<file path="src/rtl/bip_control_unit.sv">
// bip_control_unit: instruction sequencer for the BIP accumulator datapath.
// Fetches from synchronous program memory, decodes the latched instruction and
// drives datapath / data-memory controls through a small run/halt FSM.
// Optional: define BIP_CYCLE_COUNT_EN to add a saturating 32-bit o_cycle_count.
module bip_control_unit #(
    parameter int PC_WIDTH      = 11,
    parameter int OPERAND_WIDTH = 11,
    parameter int INSTR_WIDTH   = 16
) (
    input  logic                     clk,
    input  logic                     rst,
    input  logic                     i_start,
    input  logic [INSTR_WIDTH-1:0]   i_instruction,
    output logic [PC_WIDTH-1:0]      o_pc,
    output logic                     o_prog_rd,
    output logic [OPERAND_WIDTH-1:0] o_operand,
    output logic [1:0]               o_sel_a,
    output logic                     o_sel_b,
    output logic                     o_write_acc,
    output logic                     o_operation,
    output logic                     o_mem_rd,
    output logic                     o_mem_wr,
`ifdef BIP_CYCLE_COUNT_EN
    output logic [31:0]              o_cycle_count,
`endif
    output logic                     o_halted
);

    localparam int OPC_W = INSTR_WIDTH - OPERAND_WIDTH;

    localparam logic [OPC_W-1:0] OP_HLT  = OPC_W'(0);
    localparam logic [OPC_W-1:0] OP_STO  = OPC_W'(1);
    localparam logic [OPC_W-1:0] OP_LD   = OPC_W'(2);
    localparam logic [OPC_W-1:0] OP_LDI  = OPC_W'(3);
    localparam logic [OPC_W-1:0] OP_ADD  = OPC_W'(4);
    localparam logic [OPC_W-1:0] OP_ADDI = OPC_W'(5);
    localparam logic [OPC_W-1:0] OP_SUB  = OPC_W'(6);
    localparam logic [OPC_W-1:0] OP_SUBI = OPC_W'(7);

    typedef enum logic [2:0] {
        S_IDLE,
        S_FETCH,
        S_DECODE,
        S_EXEC,
        S_MEM,
        S_HALT
    } state_t;

    state_t                   r_state;
    state_t                   w_next;
    logic [PC_WIDTH-1:0]      r_pc;
    logic [INSTR_WIDTH-1:0]   r_ir;
    logic [OPC_W-1:0]         w_opcode;

    logic       w_ld_ir;
    logic       w_pc_inc;
    logic       w_prog_rd;
    logic       w_write_acc;
    logic       w_mem_rd;
    logic       w_mem_wr;
    logic [1:0] w_sel_a;
    logic       w_sel_b;
    logic       w_operation;

    assign w_opcode = r_ir[INSTR_WIDTH-1:OPERAND_WIDTH];

    // State, program counter and instruction register.
    always_ff @(posedge clk) begin
        if (rst) begin
            r_state <= S_IDLE;
            r_pc    <= '0;
            r_ir    <= '0;
        end else begin
            r_state <= w_next;
            if (w_ld_ir)
                r_ir <= i_instruction;
            if (w_pc_inc)
                r_pc <= r_pc + PC_WIDTH'(1);
        end
    end

    // Next-state and control decode from state and IR.
    always_comb begin
        w_next      = r_state;
        w_ld_ir     = 1'b0;
        w_pc_inc    = 1'b0;
        w_prog_rd   = 1'b0;
        w_write_acc = 1'b0;
        w_mem_rd    = 1'b0;
        w_mem_wr    = 1'b0;
        w_sel_a     = 2'd0;
        w_sel_b     = 1'b0;
        w_operation = 1'b0;
        case (r_state)
            S_IDLE: begin
                if (i_start)
                    w_next = S_FETCH;
            end
            S_FETCH: begin
                w_prog_rd = 1'b1;
                w_next    = S_DECODE;
            end
            S_DECODE: begin
                w_ld_ir = 1'b1;
                w_next  = S_EXEC;
            end
            S_EXEC: begin
                w_pc_inc = 1'b1;
                w_next   = S_FETCH;
                case (w_opcode)
                    OP_HLT: begin
                        w_pc_inc = 1'b0;
                        w_next   = S_HALT;
                    end
                    OP_STO: w_mem_wr = 1'b1;
                    OP_LD, OP_ADD, OP_SUB: begin
                        // Operand fetch from data memory; pc advances after MEM.
                        w_mem_rd = 1'b1;
                        w_pc_inc = 1'b0;
                        w_next   = S_MEM;
                    end
                    OP_LDI: begin
                        w_write_acc = 1'b1;
                        w_sel_a     = 2'd1;
                    end
                    OP_ADDI, OP_SUBI: begin
                        w_write_acc = 1'b1;
                        w_sel_a     = 2'd2;
                        w_sel_b     = 1'b1;
                        w_operation = (w_opcode == OP_SUBI);
                    end
                    default: ;
                endcase
            end
            S_MEM: begin
                w_write_acc = 1'b1;
                w_pc_inc    = 1'b1;
                w_next      = S_FETCH;
                if (w_opcode == OP_ADD || w_opcode == OP_SUB) begin
                    w_sel_a     = 2'd2;
                    w_sel_b     = 1'b0;
                    w_operation = (w_opcode == OP_SUB);
                end
            end
            S_HALT: w_next = S_HALT;
            default: w_next = S_IDLE;
        endcase
    end

`ifdef BIP_CYCLE_COUNT_EN
    logic [31:0] r_cycle_count;
    logic        w_active;

    assign w_active = (r_state == S_FETCH) || (r_state == S_DECODE) ||
                      (r_state == S_EXEC)  || (r_state == S_MEM);

    // Saturating count of cycles spent running instructions.
    always_ff @(posedge clk) begin
        if (rst)
            r_cycle_count <= '0;
        else if (w_active && r_cycle_count != 32'hFFFF_FFFF)
            r_cycle_count <= r_cycle_count + 32'd1;
    end

    assign o_cycle_count = r_cycle_count;
`endif

    // Strobes are masked while rst is high so a reset landing on an EXEC or
    // MEM cycle never lets a memory or accumulator write through at that edge.
    assign o_prog_rd   = w_prog_rd   & ~rst;
    assign o_write_acc = w_write_acc & ~rst;
    assign o_mem_rd    = w_mem_rd    & ~rst;
    assign o_mem_wr    = w_mem_wr    & ~rst;
    assign o_sel_a     = w_sel_a;
    assign o_sel_b     = w_sel_b;
    assign o_operation = w_operation;
    assign o_pc        = r_pc;
    assign o_operand   = r_ir[OPERAND_WIDTH-1:0];
    assign o_halted    = (r_state == S_HALT);

endmodule

</file>
<file path="config.mk">
export PLATFORM = sky130hd
export DESIGN_NAME = bip_control_unit
export DESIGN_NICKNAME = d
export VERILOG_FILES = /design/src/rtl/bip_control_unit.sv
export SDC_FILE = /design/constraint.sdc
export NUM_CORES = 1
export LEC_CHECK = 0
export CORE_ASPECT_RATIO = 0.9
export CORE_MARGIN = 2
export CORE_UTILIZATION = 35
export CTS_CLUSTER_SIZE = 20
export DETAILED_ROUTE_END_ITERATION = 6
export PLACE_DENSITY_LB_ADDON = 0.3
export SYNTH_ARGS = -nofsm -noshare
export SYNTH_HDL_FRONTEND = slang
export SYNTH_SLANG_ARGS = --single-unit
</file>
<file path="constraint.sdc">
create_clock -name clk -period 1.75 [get_ports clk]
set_input_delay 0.175 -clock clk [delete_from_list [all_inputs] [get_ports clk]]
set_output_delay 0.175 -clock clk [all_outputs]
set_load 0.01 [all_outputs]
</file>
Word-level counts from Yosys, hierarchy flattened
Index checks and enable logic that the tools add are counted.
{ "word_totals": {"regBits": 30, "input_bits": 19} }
{ "op_classes": {"add_sub_neg": 1, "n_eq_ne": 13, "mux": 21, "bitwise_logic": 5, "n_reduce_logical": 7} }
{ "op_table": {"columns": ["operator", "count"], "rows": [
  ["== test 5 x 3 -> 1 bit, second input constant", 4],
  ["case mux 3 bit (6 select lines)", 1],
  ["2-to-1 mux 1 bit", 12],
  ["adder 11 x 1 -> 11 bit, second input constant", 1],
  ["== test 5 x 2 -> 1 bit, second input constant", 2],
  ["case mux 2 bit (2 select lines)", 2],
  ["== test 3 x 2 -> 1 bit, second input constant", 2],
  ["== test 3 bit, second input constant", 2],
  ["case mux 1 bit (2 select lines)", 3],
  ["case mux 3 bit (2 select lines)", 1],
  ["OR reduction 3 bit", 2],
  ["== test 5 x 1 -> 1 bit, second input constant", 1],
  ["zero test 5 bit", 1],
  ["bitwise AND 1 bit", 4],
  ["OR reduction 4 bit", 1],
  ["== test 3 x 1 -> 1 bit, second input constant", 1],
  ["zero test 3 bit", 1],
  ["2-to-1 mux 3 bit", 1],
  ["2-to-1 mux 2 bit", 1],
  ["inequality test 2 bit, second input constant", 1],
  ["OR reduction 2 bit", 1],
  ["logical OR 1 bit", 1],
  ["inverter 1 bit", 1]
]} }

Depth between registers and ports, before layout
Gate-level depths: netlist (run 1).
{ "logic_depth": {"word_depth": 5, "ltp_mapped": 7, "mapped_depth_nobuf": 5} }

Worst setup path after synthesis (run 1)
Ideal clock, no wire load.
{ "synth_path": {"path_kind": "register to register", "startpoint": "reg r_state[0]", "endpoint": "reg r_pc[10], in the netlist o_pc[10]", "setup_time_ps": 70, "arrival_ps": 1566, "t_required_ps": 1680, "path_slack_ps": 114, "stages_incl_launch_ff": 6, "path_buffers": 1, "period_less_slack_ps": 1636, "path_cell_list": "dfxtp_1 > buf_6 > or3b_4 > o21a_4 > or4_1 > a21oi_1"} }
{ "synth_between": {"elab_chain_len": 2, "elab_cells_between_ends": 3, "classes_between": "eq/ne (2); mux (1)"} }
{ "synth_lines": {"columns": ["element", "line_no", "text"], "rows": [
  ["start: declaration", "49", "state_t r_state;"],
  ["start signal: assignment", "74", "r_state <= w_next;"],
  ["== test 3 bit or == test 3 x 2 -> 1 bit (tied branches)", "94", "case (r_state)"],
  ["case mux 1 bit (2 select lines) (*)", "94", null],
  ["end signal: assignment", "78", "r_pc <= r_pc + PC_WIDTH'(1);"],
  ["end: declaration", "51", "logic [PC_WIDTH-1:0] r_pc;"]
]} }
Every way passes the cells marked *; elsewhere a longest branch is shown, timed or not.
A chain may end at the register's enable or synchronous reset.

Worst setup path after layout (run 1)
{ "layout_path": {"startpoint": "reg r_state[0]", "endpoint": "out o_operation"} }
{ "layout_between": {"elab_chain_len": 2, "elab_cells_between_ends": 3, "classes_between": "eq/ne (2); mux (1)"} }
{ "layout_lines": {"columns": ["element", "line_no", "text"], "rows": [
  ["== test 3 bit or == test 3 x 2 -> 1 bit (tied branches)", "94", null],
  ["case mux 1 bit (2 select lines) (*)", "94", null],
  ["end: declaration", "20", "output logic o_operation,"]
]} }
Marked as above.

==> out/results.ini, run 1 <==
[outcome]
status=finished, final reports clean

[power]
power.internal_mw=1.48
seqPwrFrac_pct=40.0
swShare_pct=27.5
p_sw_mw=0.562
power_frac_comb_pct=25.9
ir_drop_mv=0.497
power_density_mw_per_mm2=978
p_leak_nw=0.748
clkPwrFrac_pct=34.1

[placed_design]
port_buffers=49
dp_hpwl_mm=2.28
placedCellCount=265
placed_cell_area_mm2=0.00192
gp_congestion=0.822
pre_cts_slack_ps=-118

[sta]
skew_ps=7.21
setup_viol=0
fin_hold_ws_ps=451
timing_hold_violations_final=0
setup_slack_ps=37.4
slew_violations=0
relSlewSlack_pct=71.7
period_needed_ps=1710
period_share_pct=97.9
worst_slew_pin_slew_ps=420
rsz0062_at_grt=yes
fmax_mhz=584

[routing]
vias=1361
drt_first_iter_violations=30
viasPerCell=4.95
route.detailed.drc=0
drt_wl_total_mm=3.46
ant_nets=0
first_pass_iters=5
routedWlPerCell_um=12.6

[worst_setup_path]
slowest_stage=or3b_4
crit_type=register to output port
cp_max_fo=3
reg2reg_depth=5
slowest_delay_ps=410
reg2reg_from=r_state[0]
cp_cell_sequence=or3b_4 -> o21ai_2 -> and3_4 -> and2_1 -> buf_2
crit_end=o_operation
worstPathRequired_ps=1570
startpoint=r_state[0]
r2r-end=o_pc[9]
crit_path_end_kind=output port
worst_ep_arrival_time_ps=1540
ff2ff_setup_slack_ps=50
startpoint_type=register

[yosys]
synth_flop_cell=dfxtp_1
yosys_warnings=0
synthTopCellsByCount=nand2_1, dfxtp_1, a21oi_1, buf_4, o21ai_0
syn-instance-count=180
synth_most_common_cell=nand2_1
synth_nets=200
synthesis.area_mm2=0.00141
synth_top_cell_by_area=dfxtp_1
synth.area.top_cells=dfxtp_1, a21oi_1, nand2_1, buf_4, o21ai_0
synth-seq-cells=30
synth.avg_cell_area_um2=7.83
netlist.area_leader.share_pct=42.6
ys_types=32
synth_edf_count=0
ys_async_sr_fraction_pct=0
yosysSeqAreaShare_pct=42.6

[global_routing]
antenna_found_initial=0
grt_pass1_vias=1206
grt_overflow=0
grt_pass1_wl_mm=5.47
grt_max_degree=19
grt_usage_pct=15.0

[finish]
design_area_mm2=0.00209
nets=249
fillerInstances=376
n_antenna_cell=0
stdcell_count=275
final_util_pct=55.2
drive_gt1_share_pct=17.9
area.growth.synth_to_final_pct=48.2

[die]
fp.dieH_um=64.2
initial_utilization_pct=37.3
io_pins=50
die_w_um=70.9
rows=21
die_area_mm2=0.00455
core_mm2=0.00378

[flow_run]
cap_violations=0

[hold_path]
holdCritPathClass=input pin to register

[clocking]
cts_tree=yes
numCtsBuffers=5
clk_pin_slew_ps=70
cts.sinks=30
worstSkewPairLatency_ps=280
clock-root-buffer=clkbuf_8
ctsHoldBuffers=0
cts_buffer_depth=2
htreeDepth=2

layout by cell type (no fill, tap or decap), types with 5 or more instances in the layout:
master           netlist  layout
nor2_1                 5       5
a21oi_1               28      28
o21ai_0               10       8
nand3_1                5       5
clkbuf_8               0       6
clkdlybuf4s50_1        0      39
nand2_1               36      36
dfxtp_1               30      28
or3_1                  6       5
buf_4                 11      13
through the flow:
| step | TNS, ps | power, mW |
|---|---|---|
| after floorplan | 0 | 1.14 |
| final | 0 | 2.04 |
| after detailed placement | -179 | 1.32 |
| after global placement | -97.9 | 1.32 |
| after CTS | -67.5 | 2.03 |
| after global routing | -57.0 | 2.17 |
registers in the layout, indices dropped and copies added, names as in the netlist:
| name | cells |
|---|---|
| r_state | 3 |
| o_pc | 11 |
| r_ir | 16 |
worst max-delay path: cells and delay by family, from the launching register on:
kind	cells	cell delay, ps
and+or+nand+nor	3	700
AOI/OAI and AO/OA	1	120
buffers and inverters	1	120
DFF	1	320
cell type report:
cell class | count | area, µm² | share of cell area (%)
clock buffer | 6 | 82.6 | 3.95
clock inverter | 1 | 30.0 | 1.44
inverter | 2 | 7.51 | 0.359
multi-input combinational | 127 | 736 | 35.2
sequential | 30 | 603 | 28.9
tap | 46 | 57.6 | 2.75
timing repair buffer | 63 | 573 | 27.4
power groups by stage:
stage          combinational [mW]  clock, mW  sequential [mW]
6_report                    0.528      0.697            0.818
5_1_grt                     0.590      0.751            0.829
4_1_cts                     0.508      0.711            0.809
3_5_place_dp                0.502          0            0.821
3_3_place_gp                0.499          0            0.819
2_1_floorplan               0.337          0            0.807
logic make-up after synthesis:
group,Yosys count,share of synthesized area (%)
compound gates,43,16.7
xor+xnor,2,1.24
fa+ha+maj,1,0.887
buf+inv,24,9.94
flops,30,42.6
simple gates,80,28.7
worst min path at each step:
| stage | depth (start not counted) | startpoint | slack [ps] | endpoint |
|---|---|---|---|---|
| floorplan | 2 | i_instruction[0] | 310 | r_ir[0] |
| global placement | 2 | r_ir[0] | 440 | r_ir[0] |
| detailed placement | 2 | r_ir[0] | 450 | r_ir[0] |
| CTS | 3 | i_instruction[0] | 440 | r_ir[0] |
| global route | 3 | i_instruction[6] | 440 | r_ir[6] |
| finish | 3 | i_instruction[8] | 450 | r_ir[8] |
metal layers:
metal	share of wire (%)	wire, µm	vias to the layer above	track usage, %
li1	-	-	708	-
met1	47	1620	619	19.1
met2	47	1610	30	23.9
met3	5.6	194	4	4.73
met4	0.87	30	0	4.95
met5	0	0	-	0
what timing repair did:
action	4_1_cts	5_1_grt
gates resized for setup	23	18
pin swaps	0	7
setup buffers	1	1
endpoints found under the setup margin	9	11
cloned	0	1
No activity file was read; power rests on OpenSTA's default activity.
==> inputs of run 2 (changes only) <==
--- a/config.mk
+++ b/config.mk
@@ -5,12 +5,14 @@
 export SDC_FILE = /design/constraint.sdc
 export NUM_CORES = 1
 export LEC_CHECK = 0
+export ABC_CLOCK_PERIOD_IN_PS = 1750
 export CORE_ASPECT_RATIO = 0.9
 export CORE_MARGIN = 2
-export CORE_UTILIZATION = 35
+export CORE_UTILIZATION = 40
 export CTS_CLUSTER_SIZE = 20
 export DETAILED_ROUTE_END_ITERATION = 6
 export PLACE_DENSITY_LB_ADDON = 0.3
+export RECOVER_POWER = 100
 export SYNTH_ARGS = -nofsm -noshare
 export SYNTH_HDL_FRONTEND = slang
 export SYNTH_SLANG_ARGS = --single-unit
==> run 2 against run 1 <==
Cell area fell by 2.3%. Global-route usage rose by 2.9 points. Clock power fell by 2%. Die area fell by 12%. Critical path depth fell by 1. Routed wire length fell by 4.7%. Clock skew fell by 0.78 ps.
==> out/results.ini, run 2 (synthesis results as in run 1) <==
[global_routing]
grt_max_degree=23
grt_pass1_wl_mm=5.29
antenna_found_initial=0
grt_overflow=0
grt_pass1_vias=1191
grt_usage_pct=17.9

[sta]
timing_hold_violations_final=0
period_needed_ps=1740
period_share_pct=99.3
skew_ps=6.43
worst_slew_pin_slew_ps=511
setup_viol=0
relSlewSlack_pct=65.5
rsz0062_at_grt=yes
fmax_mhz=576
slew_violations=0

[clocking]
cts.sinks=30
htreeDepth=2
clock-root-buffer=clkbuf_8
clk_pin_slew_ps=60
cts_buffer_depth=2
cts_tree=yes
worstSkewPairLatency_ps=280
numCtsBuffers=5

[power]
power_mw=1.99
power_density_mw_per_mm2=978
p_leak_nw=0.777
ir_drop_mv=0.623

[worst_setup_path]
crit_type=register to output port
worst_ep_arrival_time_ps=1560
cp_max_fo=3
startpoint_type=register
worstPathRequired_ps=1570
ff2ff_setup_slack_ps=40
crit_path_end_kind=output port

[finish]
fillerInstances=325
n_antenna_cell=0
nets=247
drive_gt1_share_pct=16.7
largest_reg_flops=16
mostFrequentLayoutCell=nand2_1
layout_common_cells=nand2_1, clkdlybuf4s50_1, a21oi_1, dfxtp_1
area.growth.synth_to_final_pct=44.7
largest_register=r_ir
final_util_pct=60.4

[routing]
viasPerCell=5.03
ant_nets=0
routedWlPerCell_um=12.1
first_pass_iters=4
route.detailed.drc=0
drt_first_iter_violations=65
drt_wl_total_mm=3.29
vias=1369

[outcome]
status=finished, final reports clean

[die]
die_w_um=66.6
rows=20
core_mm2=0.00338
io_pins=50
die_area_mm2=0.00402
fp.dieH_um=60.3
initial_utilization_pct=41.7

[placed_design]
port_buffers=49
dp_hpwl_mm=2.30
gp_congestion=0.889

[hold_path]
holdCritPathClass=input pin to register

[flow_run]
cap_violations=0

## run 2: cell types whose count changed in the layout (fill, tap and decap cells not counted), sizes merged
cell / change
dlygate4sd3: +10
clkdlybuf4s50: -9
buf: -2
clkinv: +2
clkdlybuf4s15: -1
o21a: -1
## run 2: final timing paths
path | endpoint | start | depth (start not counted)
max | o_sel_a[0] | r_state[2] | 4
min | r_ir[12] | i_instruction[12] | 3
max reg2reg | o_pc[10] | r_state[0] | 5
min reg2reg | r_ir[5] | r_ir[5] | 2
## run 2: what timing repair did
action	CTS	global route
hold buffers	0	0
endpoints found under the setup margin	8	11
resized for setup	30	6
pin swaps	2	7
buffers inserted	0	1
## run 2: through the flow
| step | cells | TNS (ps) | hold slack, ps | setup slack (ps) | area, µm² |
|---|---|---|---|---|---|
| global route | 272 | -116 | 445 | -38.1 | 2040 |
| global placement | 263 | -101 | 443 | -72.7 | 1930 |
| finish | 272 | 0 | 440 | 12.8 | 2040 |
| detailed placement | 263 | -229 | 451 | -76.6 | 1930 |
| CTS | 271 | 0 | 433 | 12.0 | 2040 |
| floorplan | 180 | 0 | 311 | 114 | 1410 |
## run 2: layer usage
layer | GRT usage, % | vias up | share of wire, %
li1 | - | 705 | -
met1 | 22.1 | 617 | 47
met2 | 29.3 | 38 | 45
met3 | 5.08 | 9 | 5.4
met4 | 7.87 | 0 | 2.2
met5 | 0 | - | 0
## run 2: worst max-delay path: stages (launching register included)
cell and delay [ps]:
dfxtp_2 320, nand4b_1 230, or3_4 380, nor3b_2 190, buf_2 160
## run 2: area by class of cell
class                           instances  area [µm²]  share of cell area [%]
Multi-Input combinational cell        126         696                    34.1
Sequential cell                        30         606                    29.7
Timing Repair Buffer                   62         568                    27.8
Clock buffer                            5        68.8                    3.37
Tap cell                               44        55.1                    2.70
Clock inverter                          3        40.0                    1.96
Inverter                                2        7.51                   0.368
## run 2: power by group
| part | total (mW) | leakage, nW | switching (mW) | internal [mW] |
|---|---|---|---|---|
| Combinational | 0.496 | 0.474 | 0.247 | 0.249 |
| Sequential | 0.819 | 0.245 | 0.0594 | 0.760 |
| Clock | 0.680 | 0.0579 | 0.262 | 0.418 |
==> inputs of run 3 (changes only) <==
--- a/config.mk
+++ b/config.mk
@@ -11,6 +11,7 @@
 export CORE_UTILIZATION = 40
 export CTS_CLUSTER_SIZE = 20
 export DETAILED_ROUTE_END_ITERATION = 6
+export HOLD_SLACK_MARGIN = 0.05
 export PLACE_DENSITY_LB_ADDON = 0.3
 export RECOVER_POWER = 100
 export SYNTH_ARGS = -nofsm -noshare
==> results of run 3 <==
The final DEF is identical to that of run 2; final timing and power are the same.
